[src/rtl/frame_read_sequencer.sv]
// -----------------------------------------------------------------------------
// frame_read_sequencer
//
// Read-side controller for the frame memory feeding the image processor.
// Walks the frame in raster order, presenting one read address per RUN
// cycle. Optional idle gaps follow every line, issue can be held at line
// boundaries, and frames run single-shot or back to back. A tag pipeline
// as deep as the memory read latency carries valid/sof/eol/eof/col/row
// alongside each address, so the tags line up with the returned read data.
//
// Ports
//   clk_i          clock (clk_25_vga domain)
//   reset_i        synchronous, active-high reset
//   start_i        pulse; begins a frame when idle
//   continuous_i   sampled at frame end; 1 = start the next frame automatically
//   stop_i         pulse; finish the current frame, then go idle (sticky)
//   pause_i        level; sampled at line end / gap expiry; holds issue
//   rdaddress_o    read address to stream_mif
//   busy_o         high in every state except IDLE
//   pix_valid_o    read data valid this cycle
//   pix_sof_o      first pixel of frame (with pix_valid_o)
//   pix_eol_o      last pixel of line (with pix_valid_o)
//   pix_eof_o      last pixel of frame (with pix_valid_o)
//   pix_col_o      column of the current valid pixel
//   pix_row_o      row of the current valid pixel
//   frame_done_o   one-cycle pulse coincident with the pix_eof_o beat
// -----------------------------------------------------------------------------
module frame_read_sequencer #(
    parameter int H_PIXELS   = 320,
    parameter int V_LINES    = 240,
    parameter int ADDR_W     = 17,
    parameter int RD_LATENCY = 2,
    parameter int LINE_GAP   = 4,
    localparam int COL_W     = (H_PIXELS > 1) ? $clog2(H_PIXELS) : 1,
    localparam int ROW_W     = (V_LINES > 1) ? $clog2(V_LINES) : 1
) (
    input  logic              clk_i,
    input  logic              reset_i,
    input  logic              start_i,
    input  logic              continuous_i,
    input  logic              stop_i,
    input  logic              pause_i,
    output logic [ADDR_W-1:0] rdaddress_o,
    output logic              busy_o,
    output logic              pix_valid_o,
    output logic              pix_sof_o,
    output logic              pix_eol_o,
    output logic              pix_eof_o,
    output logic [COL_W-1:0]  pix_col_o,
    output logic [ROW_W-1:0]  pix_row_o,
    output logic              frame_done_o
);

    localparam logic [2:0] ST_IDLE   = 3'd0;
    localparam logic [2:0] ST_RUN    = 3'd1;
    localparam logic [2:0] ST_GAP    = 3'd2;
    localparam logic [2:0] ST_PAUSED = 3'd3;
    localparam logic [2:0] ST_DRAIN  = 3'd4;

    // One counter serves both the line gap and the drain interval.
    localparam int CNT_MAX = (LINE_GAP > RD_LATENCY) ? LINE_GAP : RD_LATENCY;
    localparam int CNT_W   = $clog2(CNT_MAX + 1);

    typedef struct packed {
        logic             valid;
        logic             sof;
        logic             eol;
        logic             eof;
        logic [COL_W-1:0] col;
        logic [ROW_W-1:0] row;
    } tag_t;

    logic [2:0]        state_q, state_d;
    logic [COL_W-1:0]  col_q, col_d;
    logic [ROW_W-1:0]  row_q, row_d;
    logic [ADDR_W-1:0] addr_q, addr_d;
    logic [CNT_W-1:0]  cnt_q, cnt_d;
    logic              stop_pend_q, stop_pend_d;
    logic              busy_q;
    tag_t              pipe_q [RD_LATENCY];

    logic              issue_s;
    logic              line_end_s;
    logic              last_row_s;
    logic [ADDR_W-1:0] resume_addr_s;
    tag_t              tag_s;
    tag_t              out_s;

    assign line_end_s = (col_q == COL_W'(H_PIXELS - 1));
    assign last_row_s = (row_q == ROW_W'(V_LINES - 1));

    // When issue resumes after a gap or pause, row 0 can only mean the frame
    // just wrapped, so the address restarts at 0; otherwise it continues.
    assign resume_addr_s = (row_q == {ROW_W{1'b0}}) ? {ADDR_W{1'b0}} : (addr_q + 1'b1);

    // Next-state logic for the sequencer FSM, raster counters and address.
    always_comb begin
        state_d     = state_q;
        col_d       = col_q;
        row_d       = row_q;
        addr_d      = addr_q;
        cnt_d       = cnt_q;
        issue_s     = 1'b0;
        if ((state_q != ST_IDLE) && stop_i) begin
            stop_pend_d = 1'b1;
        end else begin
            stop_pend_d = stop_pend_q;
        end

        case (state_q)
            ST_IDLE: begin
                if (start_i) begin
                    state_d     = ST_RUN;
                    col_d       = {COL_W{1'b0}};
                    row_d       = {ROW_W{1'b0}};
                    addr_d      = {ADDR_W{1'b0}};
                    stop_pend_d = 1'b0;
                end else begin
                    addr_d      = {ADDR_W{1'b0}};
                end
            end
            ST_RUN: begin
                issue_s = 1'b1;
                if (!line_end_s) begin
                    col_d  = col_q + 1'b1;
                    addr_d = addr_q + 1'b1;
                end else begin
                    col_d = {COL_W{1'b0}};
                    if (!last_row_s) begin
                        row_d = row_q + 1'b1;
                        if (LINE_GAP > 0) begin
                            state_d = ST_GAP;
                            cnt_d   = {CNT_W{1'b0}};
                        end else if (pause_i) begin
                            state_d = ST_PAUSED;
                        end else begin
                            addr_d  = addr_q + 1'b1;
                        end
                    end else if (continuous_i && !stop_pend_q && !stop_i) begin
                        // Continuous restart; the address holds until issue resumes.
                        row_d = {ROW_W{1'b0}};
                        if (LINE_GAP > 0) begin
                            state_d = ST_GAP;
                            cnt_d   = {CNT_W{1'b0}};
                        end else if (pause_i) begin
                            state_d = ST_PAUSED;
                        end else begin
                            addr_d  = {ADDR_W{1'b0}};
                        end
                    end else begin
                        state_d = ST_DRAIN;
                        cnt_d   = {CNT_W{1'b0}};
                    end
                end
            end
            ST_GAP: begin
                if (cnt_q == CNT_W'(LINE_GAP - 1)) begin
                    if (pause_i) begin
                        state_d = ST_PAUSED;
                    end else begin
                        state_d = ST_RUN;
                        addr_d  = resume_addr_s;
                    end
                end else begin
                    cnt_d = cnt_q + 1'b1;
                end
            end
            ST_PAUSED: begin
                if (!pause_i) begin
                    state_d = ST_RUN;
                    addr_d  = resume_addr_s;
                end else begin
                    state_d = ST_PAUSED;
                end
            end
            ST_DRAIN: begin
                // Stay busy until the last issued beat has left the pipeline.
                if (cnt_q == CNT_W'(RD_LATENCY - 1)) begin
                    state_d = ST_IDLE;
                    addr_d  = {ADDR_W{1'b0}};
                end else begin
                    cnt_d = cnt_q + 1'b1;
                end
            end
            default: begin
                state_d = ST_IDLE;
                addr_d  = {ADDR_W{1'b0}};
            end
        endcase
    end

    // Tag for the address presented this cycle; zero on non-issue cycles.
    always_comb begin
        tag_s       = '0;
        tag_s.valid = issue_s;
        if (issue_s) begin
            tag_s.sof = (col_q == {COL_W{1'b0}}) && (row_q == {ROW_W{1'b0}});
            tag_s.eol = line_end_s;
            tag_s.eof = line_end_s && last_row_s;
            tag_s.col = col_q;
            tag_s.row = row_q;
        end else begin
            tag_s.sof = 1'b0;
        end
    end

    // Sequencer state registers.
    always_ff @(posedge clk_i) begin
        if (reset_i) begin
            state_q     <= ST_IDLE;
            col_q       <= {COL_W{1'b0}};
            row_q       <= {ROW_W{1'b0}};
            addr_q      <= {ADDR_W{1'b0}};
            cnt_q       <= {CNT_W{1'b0}};
            stop_pend_q <= 1'b0;
            busy_q      <= 1'b0;
        end else begin
            state_q     <= state_d;
            col_q       <= col_d;
            row_q       <= row_d;
            addr_q      <= addr_d;
            cnt_q       <= cnt_d;
            stop_pend_q <= stop_pend_d;
            busy_q      <= (state_d != ST_IDLE);
        end
    end

    // Tag shift register matching the memory read latency.
    always_ff @(posedge clk_i) begin
        if (reset_i) begin
            for (int i = 0; i < RD_LATENCY; i++) begin
                pipe_q[i] <= '0;
            end
        end else begin
            pipe_q[0] <= tag_s;
            for (int i = 1; i < RD_LATENCY; i++) begin
                pipe_q[i] <= pipe_q[i-1];
            end
        end
    end

    assign out_s        = pipe_q[RD_LATENCY-1];
    assign rdaddress_o  = addr_q;
    assign busy_o       = busy_q;
    assign pix_valid_o  = out_s.valid;
    assign pix_sof_o    = out_s.sof;
    assign pix_eol_o    = out_s.eol;
    assign pix_eof_o    = out_s.eof;
    assign pix_col_o    = out_s.col;
    assign pix_row_o    = out_s.row;
    assign frame_done_o = out_s.eof;

endmodule

[config.mk]
export PLATFORM = sky130hd
export DESIGN_NAME = frame_read_sequencer
export DESIGN_NICKNAME = d
export VERILOG_FILES = /design/src/rtl/frame_read_sequencer.sv
export SDC_FILE = /design/constraint.sdc
export NUM_CORES = 1
export LEC_CHECK = 0
export CORE_ASPECT_RATIO = 1.4
export CORE_UTILIZATION = 40
export DETAILED_ROUTE_END_ITERATION = 8
export DONT_BUFFER_PORTS = 1
export SLEW_MARGIN = 20
export SYNTH_ARGS = -nofsm -noshare
export SYNTH_HDL_FRONTEND = slang
export SYNTH_SLANG_ARGS = --single-unit
export TNS_END_PERCENT = 1
[constraint.sdc]
create_clock -name clk_i -period 5.71 [get_ports clk_i]
set_input_delay 1.142 -clock clk_i [delete_from_list [all_inputs] [get_ports clk_i]]
set_output_delay 1.142 -clock clk_i [all_outputs]
set_load 0.005 [all_outputs]
Yosys cells after proc, flatten, opt, wreduce, memory -nomap -nowiden
Memory sizes are Yosys's and may differ from the RTL's.
Index checks and enable logic that the tools add are counted.
- memories kept: 1
- input port bits: 6
- output and inout bits: 40
- memory bits (writable): 42
- word-level logic and storage cells: 85
- register bits after elaboration: 42
- muxes and demuxes: 37
- reduce and logical (&&, ||, !) cells: 18
- bitwise logic cells: 2
- add/sub/neg operators: 4
- equality and inequality tests: 16
- memories (name ; depth ; width ; read ports ; clocked after Yosys merged registers in ; write ports ; line ; RTL):
    pipe_q ; 2 ; 21 ; 2 ; 0 ; 2 ; 80 ; tag_t pipe_q [RD_LATENCY];
- operator list (kind ; count):
    17-bit two-way mux ; 5
    17-bit one-hot mux with 4 select lines ; 1
    21-bit two-way mux ; 2
    8-bit two-way mux ; 4
    3-bit two-way mux ; 9
    19-bit two-way mux ; 1
    9-bit two-way mux ; 2
    9-bit one-hot mux with 2 select lines ; 1
    17-bit by 1-bit adder with 17-bit output (second input constant) ; 1
    8-bit one-hot mux with 2 select lines ; 1
    3-bit one-hot mux with 5 select lines ; 1
    2-bit inequality test (second input constant) ; 7
    9-bit by 1-bit adder with 9-bit output (second input constant) ; 1
    3-bit by 2-bit == test with 1-bit output (second input constant) ; 3
    9-bit == test (second input constant) ; 1
    9-bit logical NOT ; 1
    3-bit one-hot mux with 3 select lines ; 1
    3-bit nonzero test ; 3
    8-bit by 1-bit adder with 8-bit output (second input constant) ; 1
    8-bit == test (second input constant) ; 1
    8-bit logical NOT ; 1
    1-bit two-way mux ; 8
    4-bit AND reduction ; 2
    3-bit by 1-bit == test with 1-bit output (second input constant) ; 2
    other kinds (11) ; 17

Longest topological paths before layout
Gate-level depths: netlist of run 1.
- depth in word-level cells: 8
- gate-level depth with buffers: 8
- gate-level depth less buffers: 7

Least setup slack after synthesis of run 1
No wires, ideal clock.
- path kind: in2reg
- start: input port reset_i
- end: register row_q[7]
- data required time: 5.623 ns
- path slack: 3.324 ns
- library setup time: 0.087 ns
- path buffers: 2
- arrival: 2.299 ns
- stages on the path: 7
- cell sequence: clkbuf_1 nor4b_2 clkbuf_1 o21ai_0 a31oi_1 o21ai_0 o31ai_1
- RTL lines (what ; line ; RTL):
    start: declaration ; 38 ; input logic reset_i,
    end signal: assignment ; 212 ; row_q <= {ROW_W{1'b0}};
    end signal: assignment ; 220 ; row_q <= row_d;
    end: declaration ; 75 ; logic [ROW_W-1:0] row_q, row_d;

Final worst setup path of run 1
- start: input port pause_i
- end: register addr_q[2], in the netlist rdaddress_o[2]
- longest elaborated chain between the ends: 3
- ends and longest elaborated chain (what ; line ; RTL):
    start: declaration ; 42 ; input logic pause_i,
    17-bit two-way mux (*) ; - ;
    17-bit two-way mux ; - ;
    17-bit one-hot mux with 4 select lines (*) ; - ;
    end signal: assignment ; 213 ; addr_q <= {ADDR_W{1'b0}};
    end signal: assignment ; 221 ; addr_q <= addr_d;
    end: declaration ; 76 ; logic [ADDR_W-1:0] addr_q, addr_d;
Mark *: on every way between the ends. The rest lies on a longest branch, timed or not. The select of a mux whose other input is x is not followed.
A chain may end at the register's enable or synchronous reset.

==> metrics.cfg, run 1 <==
[status]
status=finished clean

[route]
via_per_inst=5.367
detail-route-antenna-nets=0
wire_per_inst_um=14.51
first_iter_violations=131
vias=2576
wl_mm=6.966
firstDrtPassIters=4
drc=0

[clocking]
clock_sinks=84
cts_setup_buffers=0
h-tree-depth=3
cts-buffers-inserted=9
hold_buffers=0
insertion_delay_ns=0.33
clock_path_buffers=2
cts-resized-gates=0
cts_tree=built
root_buffer=clkbuf_16
clk_pin_slew_ns=0.06

[pwr]
ir_drop_mv=0.2160
p_leak_nw=1.380
p_per_area_nw_per_um2=306.4
power.total_mw=1.194

[placed_design]
port-buffer-count=0
hpwl_mm=4.656
pre_cts_slack_ns=2.978
gp_congestion=0.7809

[yosys]
syn_area_per_cell_um2=9.394
synth_cells=394
synth_nets=408
synth_top_cell_by_area=dfxtp_1
synth_area_leaders=dfxtp_1, buf_4, nor2b_1, and2_1, nor2_1
yosys_warnings=0
yosysSeqAreaShare_pct=45.44
synth_top_area_share_pct=45.44
synth.most_common_cell=dfxtp_1
ys_top_cells_by_count=dfxtp_1, nor2_1, nor2b_1
yosysUniqueCellTypes=63
synth-seq-cells=84
async_flop_share_pct=0
synth_flop_cell=dfxtp_1
synthesis.area_um2=3701
synth_edf_count=0

[grt]
grt_max_degree=48
antenna_found_initial=0
grt_overflow_total=0
grt_pass1_vias=2386
grt_pass1_wl_mm=11.62
grt_usage_pct=15.46

[timing]
skew_ns=0.003330
worst_pin_slew_ns=0.7757
fin_crit_sh_pct=41.73
period_needed_ns=2.383
slew-limit-headroom_pct=48.09
setup_violations=0
tns_ns=0
max_freq_ghz=0.4197
hold_viol=0
rsz0062_at_grt=false
report.final.slew_viol_count=0
fin_ws_ns=3.327

[layout]
drive_gt1_share_pct=9.651
antenna_cells=0
area_growth_pct=5.274
fillers=875
nNetsFinal=383

[setup_path]
setup.worst_path.class=in2reg
path_max_fanout=12
worstSetupStartpointType=input pin
worstPathRequired_ns=5.90
reg2reg_depth=5
reg2reg_setup_slack_ns=3.35
worstReg2RegStart=state_q[2]
cp-startpoint=pause_i
worstPathArrival_ns=2.57
path_cells=o21bai_1, a32oi_4, nor2_1, nor2_1, nor2_1
cpPeakStageDelay_ns=0.61
critPathCaptureType=flop
reg2reg_to=rdaddress_o[2]
cp-endpoint=rdaddress_o[2]
cp_common_cell=nor2_1
critical_path.slowest_cell=nor2_1

[floorplan]
die_w_um=83.30
die_y_um=115.8
initial_utilization_pct=41.23
dieArea_um2=9647
core_area_um2=8977
std_cell_rows=41
boundaryPins=46

[min_path]
hp-class=reg2reg
hp-start=pipe_q[0][16]

[job]
max_cap_violations=0

-- sequential cells by signal, summed over array words and instances (netlist names) --
register and flops:
pipe_q 42, cnt_q 3, stop_pend_q 1, state_q 3, row_q 8, rdaddress_o 17
busy_o 1, col_q 9
-- cells by family (layout without fill, tap and decap cells) --
group / after synthesis / after routing / share of synthesized area [%]
flip-flops: 84 / 84 / 45.44
adder cells (fa/ha/maj): 8 / 8 / 2.705
multiplexers: 2 / 2 / 0.5409
AND/OR/NAND/NOR: 182 / 182 / 29.95
XOR/XNOR: 11 / 11 / 2.603
AO/OA/AOI/OAI: 63 / 63 / 11.66
buffers and inverters: 44 / 23 / 7.099
-- final cells by class --
| class | instances | area, um^2 | area share [%] |
|---|---|---|---|
| clock buffer | 9 | 225.2 | 5.780 |
| clock inverter | 6 | 65.06 | 1.670 |
| multi-input combinational | 266 | 1757 | 45.09 |
| sequential | 84 | 1682 | 43.16 |
| inverter | 7 | 26.28 | 0.6744 |
| tap | 107 | 133.9 | 3.436 |
| timing repair buffer | 1 | 7.507 | 0.1927 |
-- worst min path at each step --
stage	cells after the start	slack (ns)	endpoint
final	1	0.43	pipe_q[0][37]
after global routing	1	0.45	pipe_q[0][37]
after CTS	1	0.43	pipe_q[0][33]
after detailed placement	1	0.42	pipe_q[0][33]
after global placement	1	0.42	pipe_q[0][30]
after floorplan	1	0.41	pipe_q[0][21]
-- placed cells by master (no fill, tap or decap), types with 4 or more instances in the layout --
cell type / instances
nor2b_1: 22
nand2b_1: 7
o31ai_1: 6
inv_1: 7
xnor2_1: 7
and3_1: 8
nor2_1: 31
xor2_1: 4
ha_1: 8
and2_1: 20
nand3_1: 17
clkbuf_16: 9
nand3b_1: 6
a21oi_1: 15
nand2_1: 20
dfxtp_1: 84
nor4_1: 8
o21ai_0: 19
nand4_1: 8
-- stage by stage --
step                instances  instance area (um^2)  utilization [%]  hold WS (ns)
CTS                       480                  3896            43.40        0.4348
finish                    480                  3896            43.40        0.4318
floorplan                 394                  3701                -        0.4138
global route              480                  3896            43.40        0.4462
global placement          465                  3606            40.17        0.4180
detailed placement        465                  3606            40.17        0.4204
-- worst max-delay path, delay by kind of cell --
kind / cells / cell delay (ns)
AO/OA/AOI/OAI: 2 / 0.53
AND/OR/NAND/NOR: 3 / 0.88
-- power by group --
group          leakage [nW]  switching, mW  total [mW]  internal [mW]
Sequential            0.678        0.00523       0.596          0.591
Clock                 0.142          0.227       0.563          0.337
Combinational         0.560         0.0209      0.0348         0.0140
Total                  1.38          0.253        1.19          0.941
-- metal layers --
layer / share of wire, % / wire length [um] / vias to the layer above / GRT usage, %
li1: - / - / 1309 / -
met4: 1.4 / 97 / 0 / 7.586
met3: 5.8 / 405 / 9 / 5.769
met2: 49 / 3407 / 71 / 25.85
met5: 0 / 0 / - / 0
met1: 44 / 3055 / 1187 / 17.47
(Power assumes the default switching activity.)
==> inputs of run 2 (changes only) <==
Clock period 5.71 ns to 2.1 ns, I/O delays scaled along.
==> run 2 against run 1 <==
Compared with the run above: clock power rose to 2.9 times the previous value; clock-buffer cell count increased by 3; total power grew to 2.8 times the previous value; setup slack got worse by 3.2 ns; global-route usage rose by 0.46 points; combinational power rose to 2.9 times the previous value; first-iteration DRC count rose by 26%; non-clock buffer count rose by 16; critical path type is now reg2reg; critical endpoint is now rdaddress_o[8]; largest cell class unchanged.
==> metrics.cfg, run 2 (synthesis gave the netlist of run 1 again) <==
[status]
status=finished clean  ; unchanged

[route]
drc=0  ; unchanged
firstDrtPassIters=4  ; unchanged
first_iter_violations=165  ; was 131
vias=2659  ; was 2576
via_per_inst=5.350  ; was 5.367
wl_mm=7.163  ; was 6.966 mm
detail-route-antenna-nets=0  ; unchanged
wire_per_inst_um=14.41  ; was 14.51 um

[pwr]
p_leak_nw=1.469  ; was 1.380 nW
ir_drop_mv=0.5885  ; was 0.2160 mV
power.total_mw=3.386  ; was 1.194 mW
p_per_area_nw_per_um2=834.8  ; was 306.4 nW/um^2

[layout]
utilization_pct=45.18  ; was 43.40%
antenna_cells=0  ; unchanged
largest_register_ffs=42  ; unchanged
regMostFlops=pipe_q  ; unchanged
nNetsFinal=399  ; was 383
final_cell_mix=dfxtp_1, nor2_1, nor2b_1  ; unchanged
area_growth_pct=9.601  ; was 5.274%
final_common_cell=dfxtp_1  ; unchanged
drive_gt1_share_pct=14.36  ; was 9.651%

[setup_path]
worstSetupStartpointType=flop  ; was input pin
worstPathRequired_ns=2.38  ; was 5.90 ns
setup.worst_path.class=reg2reg  ; was in2reg
reg2reg_to=rdaddress_o[8]  ; was rdaddress_o[2]
reg2reg_depth=6  ; was 5
worstPathArrival_ns=2.22  ; was 2.57 ns
path_max_fanout=13  ; was 12
cp-startpoint=state_q[0]  ; was pause_i
critPathCaptureType=flop  ; unchanged
reg2reg_setup_slack_ns=0.16  ; was 3.35 ns
worstReg2RegStart=state_q[0]  ; was state_q[2]
cp-endpoint=rdaddress_o[8]  ; was rdaddress_o[2]

[timing]
report.final.slew_viol_count=0  ; unchanged
skew_ns=0.004509  ; was 0.003330 ns
fin_crit_sh_pct=92.39
hold_viol=0  ; unchanged
fin_ws_ns=0.1598  ; was 3.327 ns
period_needed_ns=1.940
worst_pin_slew_ns=0.5003  ; was 0.7757 ns
max_freq_ghz=0.5154
slew-limit-headroom_pct=66.30  ; was 48.09%
rsz0062_at_grt=false  ; unchanged
tns_ns=0  ; unchanged
setup_violations=0  ; unchanged

[floorplan]
die_w_um=83.30  ; unchanged
std_cell_rows=41  ; unchanged
die_y_um=115.8  ; unchanged
core_area_um2=8977  ; unchanged
initial_utilization_pct=41.23  ; unchanged
dieArea_um2=9647  ; unchanged
boundaryPins=46  ; unchanged

[clocking]
clk_pin_slew_ns=0.06  ; about the same
h-tree-depth=3  ; unchanged
cts_tree=built  ; unchanged
root_buffer=clkbuf_16  ; unchanged
clock_sinks=84  ; unchanged
clock_path_buffers=2  ; unchanged
insertion_delay_ns=0.33  ; about the same
hold_buffers=0  ; unchanged
cts-buffers-inserted=9  ; unchanged

[placed_design]
port-buffer-count=0  ; unchanged
gp_congestion=0.7937  ; was 0.7809
hpwl_mm=5.000  ; was 4.656 mm
pre_cts_slack_ns=0.004354  ; was 2.978 ns

[grt]
antenna_found_initial=0  ; unchanged
grt_usage_pct=15.92  ; was 15.46%
grt_pass1_vias=2515  ; was 2386
grt_pass1_wl_mm=12.12  ; was 11.62 mm
grt_overflow_total=0  ; unchanged
grt_max_degree=48  ; unchanged

[job]
max_cap_violations=0  ; unchanged

[min_path]
hp-class=in2reg  ; was reg2reg

[run 2: final cells by class]
class,count,area [um^2]
Fill cell,825,4921
Tap cell,107,133.9
Clock inverter,4,72.57
Timing Repair Buffer,17,127.6
Sequential cell,84,1683
Multi-Input combinational cell,266,1767
Inverter,7,26.28
Clock buffer,12,246.5
[run 2: metal layers]
layer | global-route usage [%] | up-vias | part of all wire [%] | wire (um)
met4 | 7.356 | 0 | 2.0 | 146
met1 | 17.66 | 1234 | 42 | 3035
met5 | 0 | - | 0 | 0
met3 | 6.553 | 12 | 6.0 | 430
li1 | - | 1346 | - | -
met2 | 26.78 | 67 | 50 | 3550
[run 2: timing repair]
item,4_1_cts,5_1_grt
setup buffers,0,1
setup endpoints to repair,1,13
hold endpoints to repair,0,0
pin swaps,0,2
gates resized for setup,1,4
[run 2: worst min-delay path by stage]
| stage | cells after the start | start | to | slack (ns) |
|---|---|---|---|---|
| after floorplan | 1 | pipe_q[0][0] | pipe_q[0][21] | 0.41 |
| after global placement | 1 | pipe_q[0][10] | pipe_q[0][31] | 0.42 |
| after detailed placement | 1 | pipe_q[0][11] | pipe_q[0][32] | 0.42 |
| after CTS | 1 | reset_i | rdaddress_o[13] | 0.14 |
| after global routing | 1 | reset_i | rdaddress_o[13] | 0.13 |
| final | 1 | reset_i | rdaddress_o[13] | 0.15 |
[run 2: power by group]
group          switching (mW)  total (mW)  internal, mW  leakage (nW)
clock                   0.592        1.66          1.07         0.153
combinational          0.0596       0.102        0.0422         0.638
sequential             0.0142        1.62          1.61         0.678
[run 2: worst max-delay path, stage by stage (launching register included)]
cell and delay, ns:
dfxtp_1 0.58, nor2_2 0.16, a32oi_4 0.29, buf_4 0.17, nand4_1 0.16, or4_1 0.43
nand3_1 0.07
[run 2: stage by stage]
step / area [um^2] / hold WS [ns] / cells
final: 4056 / 0.1495 / 497
after floorplan: 3701 / 0.4138 / 394
after global routing: 4056 / 0.1309 / 497
after CTS: 4040 / 0.1399 / 496
after global placement: 3719 / 0.4180 / 480
after detailed placement: 3719 / 0.4204 / 480
==> inputs of run 3 (changes only) <==
Settings changed: CTS_BUF_LIST set to sky130_fd_sc_hd__clkbuf_8.
==> run 3 against run 2 <==
Compared with the run above: sequential share of layout area increased by 0.78 points; total power decreased by 13%; routed wire length about the same; final area decreased by 1.9%; clock skew increased by 0.0018 ns; via count increased by 0.30%; setup slack got worse by 0.0091 ns; fmax decreased by 0.47%; die area unchanged; register-to-register slack about the same; cell count increased by 0.40%.
==> metrics.cfg, run 3 (synthesis gave the netlist of run 1 again) <==
[min_path]
hp-class=in2reg  ; unchanged
hold_path_end=rdaddress_o[13]  ; unchanged
hp-start=reset_i  ; unchanged
hold_depth=1  ; unchanged

[floorplan]
dieArea_um2=9647  ; unchanged
die_y_um=115.8  ; unchanged
std_cell_rows=41  ; unchanged
boundaryPins=46  ; unchanged
initial_utilization_pct=41.23  ; unchanged
core_area_um2=8977  ; unchanged
die_w_um=83.30  ; unchanged

[job]
max_cap_violations=0  ; unchanged

[setup_path]
reg2reg_depth=7  ; was 6
worstPathArrival_ns=2.18  ; was 2.22 ns
critical_path.slowest_cell=dfxtp_1  ; unchanged
critPathCaptureType=flop  ; unchanged
worstPathRequired_ns=2.33  ; was 2.38 ns
path_max_fanout=7  ; was 13
reg2reg_setup_slack_ns=0.15  ; was 0.16 ns
cp.buffers_inverters=1  ; unchanged
worstSetupStartpointType=flop  ; unchanged
cpLargestDelayFamily=simple AND/OR/NAND/NOR gates  ; unchanged
reg2reg_to=rdaddress_o[12]  ; was rdaddress_o[8]
cpPeakStageDelay_ns=0.37  ; was 0.58 ns
setup.worst_path.class=reg2reg  ; unchanged
path_cells=ha_1, and3_1, and4_4, buf_12, nor4_1, xnor2_1, nor2_1  ; was nor2_2, a32oi_4, buf_4, nand4_1, or4_1, nand3_1
worstReg2RegStart=col_q[0]  ; was state_q[0]

[layout]
final_cell_mix=dfxtp_1, nor2_1, nor2b_1  ; unchanged
antenna_cells=0  ; unchanged
nNetsFinal=401  ; was 399
regMostFlops=pipe_q  ; unchanged
largest_register_ffs=42  ; unchanged
area_growth_pct=7.573  ; was 9.601%
final_common_cell=dfxtp_1  ; unchanged
drive_gt1_share_pct=14.54  ; was 14.36%
utilization_pct=44.35  ; was 45.18%
fin_area_um2=3981  ; was 4056 um^2
finalNonFillerCells=499  ; was 497

[grt]
grt_max_degree=48  ; unchanged
grt_pass1_vias=2510  ; was 2515
grt_usage_pct=15.80  ; was 15.92%
grt_overflow_total=0  ; unchanged
antenna_found_initial=0  ; unchanged
grt_pass1_wl_mm=12.03  ; was 12.12 mm

[placed_design]
post-place-cells=480  ; unchanged
gp_congestion=0.7937  ; unchanged
dpl_cell_area_um2=3719  ; unchanged
port-buffer-count=0  ; unchanged
hpwl_mm=5.000  ; unchanged
pre_cts_slack_ns=0.004354  ; unchanged

[clocking]
insertion_delay_ns=0.36  ; was 0.33 ns
clk_pin_slew_ns=0.08  ; was 0.06 ns
cts_tree=built  ; unchanged
h-tree-depth=3  ; unchanged
clock_sinks=84  ; unchanged
hold_buffers=0  ; unchanged
root_buffer=clkbuf_8  ; was clkbuf_16
clock_path_buffers=2  ; unchanged
cts-buffers-inserted=9  ; unchanged

[route]
firstDrtPassIters=4  ; unchanged
drc=0  ; unchanged
first_iter_violations=144  ; was 165
wl_mm=7.170  ; was 7.163 mm
vias=2667  ; was 2659
detail-route-antenna-nets=0  ; unchanged
wire_per_inst_um=14.37  ; was 14.41 um
via_per_inst=5.345  ; was 5.350

[pwr]
ir_drop_mv=0.4167  ; was 0.5885 mV
switchingPower_mw=0.6249  ; was 0.6659 mW
switching_share_pct=21.10  ; was 19.67%
power.share.combinational_pct=3.4  ; was 3.0%
p_seq_share_pct=54.6  ; was 47.9%
p_per_area_nw_per_um2=744.0  ; was 834.8 nW/um^2
power.total_mw=2.962  ; was 3.386 mW
intPower_mw=2.337  ; was 2.720 mW
p_clk_share_pct=42.0  ; was 49.1%
p_leak_nw=1.445  ; was 1.469 nW

[timing]
fin_ws_ns=0.1506  ; was 0.1598 ns
max_freq_ghz=0.5130  ; was 0.5154 GHz
whs_ns=0.1298  ; was 0.1495 ns
period_needed_ns=1.949  ; was 1.940 ns
fin_crit_sh_pct=92.83  ; was 92.39%
slew-limit-headroom_pct=64.99  ; was 66.30%
report.final.slew_viol_count=0  ; unchanged
hold_viol=0  ; unchanged
tns_ns=0  ; unchanged
worst_pin_slew_ns=0.5238  ; was 0.5003 ns
skew_ns=0.006287  ; was 0.004509 ns
setup_violations=0  ; unchanged

[status]
status=finished clean  ; unchanged

[run 3: changes by cell type in the layout (fill, tap and decap cells not counted), sizes merged]
cell    delta
buf        +2
clkbuf     -2
inv        +2
[run 3: worst max-delay path by stage]
stage | endpoint | slack [ns] | cells after the start | from
floorplan | rdaddress_o[7] | 0.28 | 7 | row_q[0]
global placement | rdaddress_o[0] | 0.09 | 7 | cnt_q[0]
detailed placement | rdaddress_o[12] | 0.004 | 7 | cnt_q[0]
CTS | rdaddress_o[8] | 0.04 | 8 | cnt_q[0]
global route | rdaddress_o[8] | -0.004 | 8 | cnt_q[1]
finish | rdaddress_o[12] | 0.15 | 7 | col_q[0]
[run 3: power by group through the flow]
stage | clock network, mW | registers (mW) | logic [mW]
2_1_floorplan | 0 | 1.65 | 0.0933
4_1_cts | 1.28 | 1.62 | 0.102
6_report | 1.24 | 1.62 | 0.102
3_3_place_gp | 0 | 1.65 | 0.0997
3_5_place_dp | 0 | 1.66 | 0.101
5_1_grt | 1.35 | 1.62 | 0.115
[run 3: per-layer routing]
metal / global-route usage (%) / vias to the layer above / routed length [um]
met3: 6.125 / 10 / 436
met5: 0 / - / 0
li1: - / 1349 / -
met1: 17.30 / 1242 / 3044
met2: 27.21 / 66 / 3578
met4: 7.126 / 0 / 110
[run 3: what timing repair did]
action                                  in CTS  in global routing
setup buffers                                0                  3
cloned                                       0                  0
pin swaps                                    0                  2
resized for setup                            1                  3
endpoints found under the setup margin       2                 11
[run 3: area by class of cell]
class,count,area (um^2)
fillers,837,4996
multi-input cells,266,1765
flip-flops and latches,84,1683
repair buffers,19,155.1
clock buffers,10,137.6
well taps,107,133.9
clock inverters,6,80.08
inverters,7,26.28
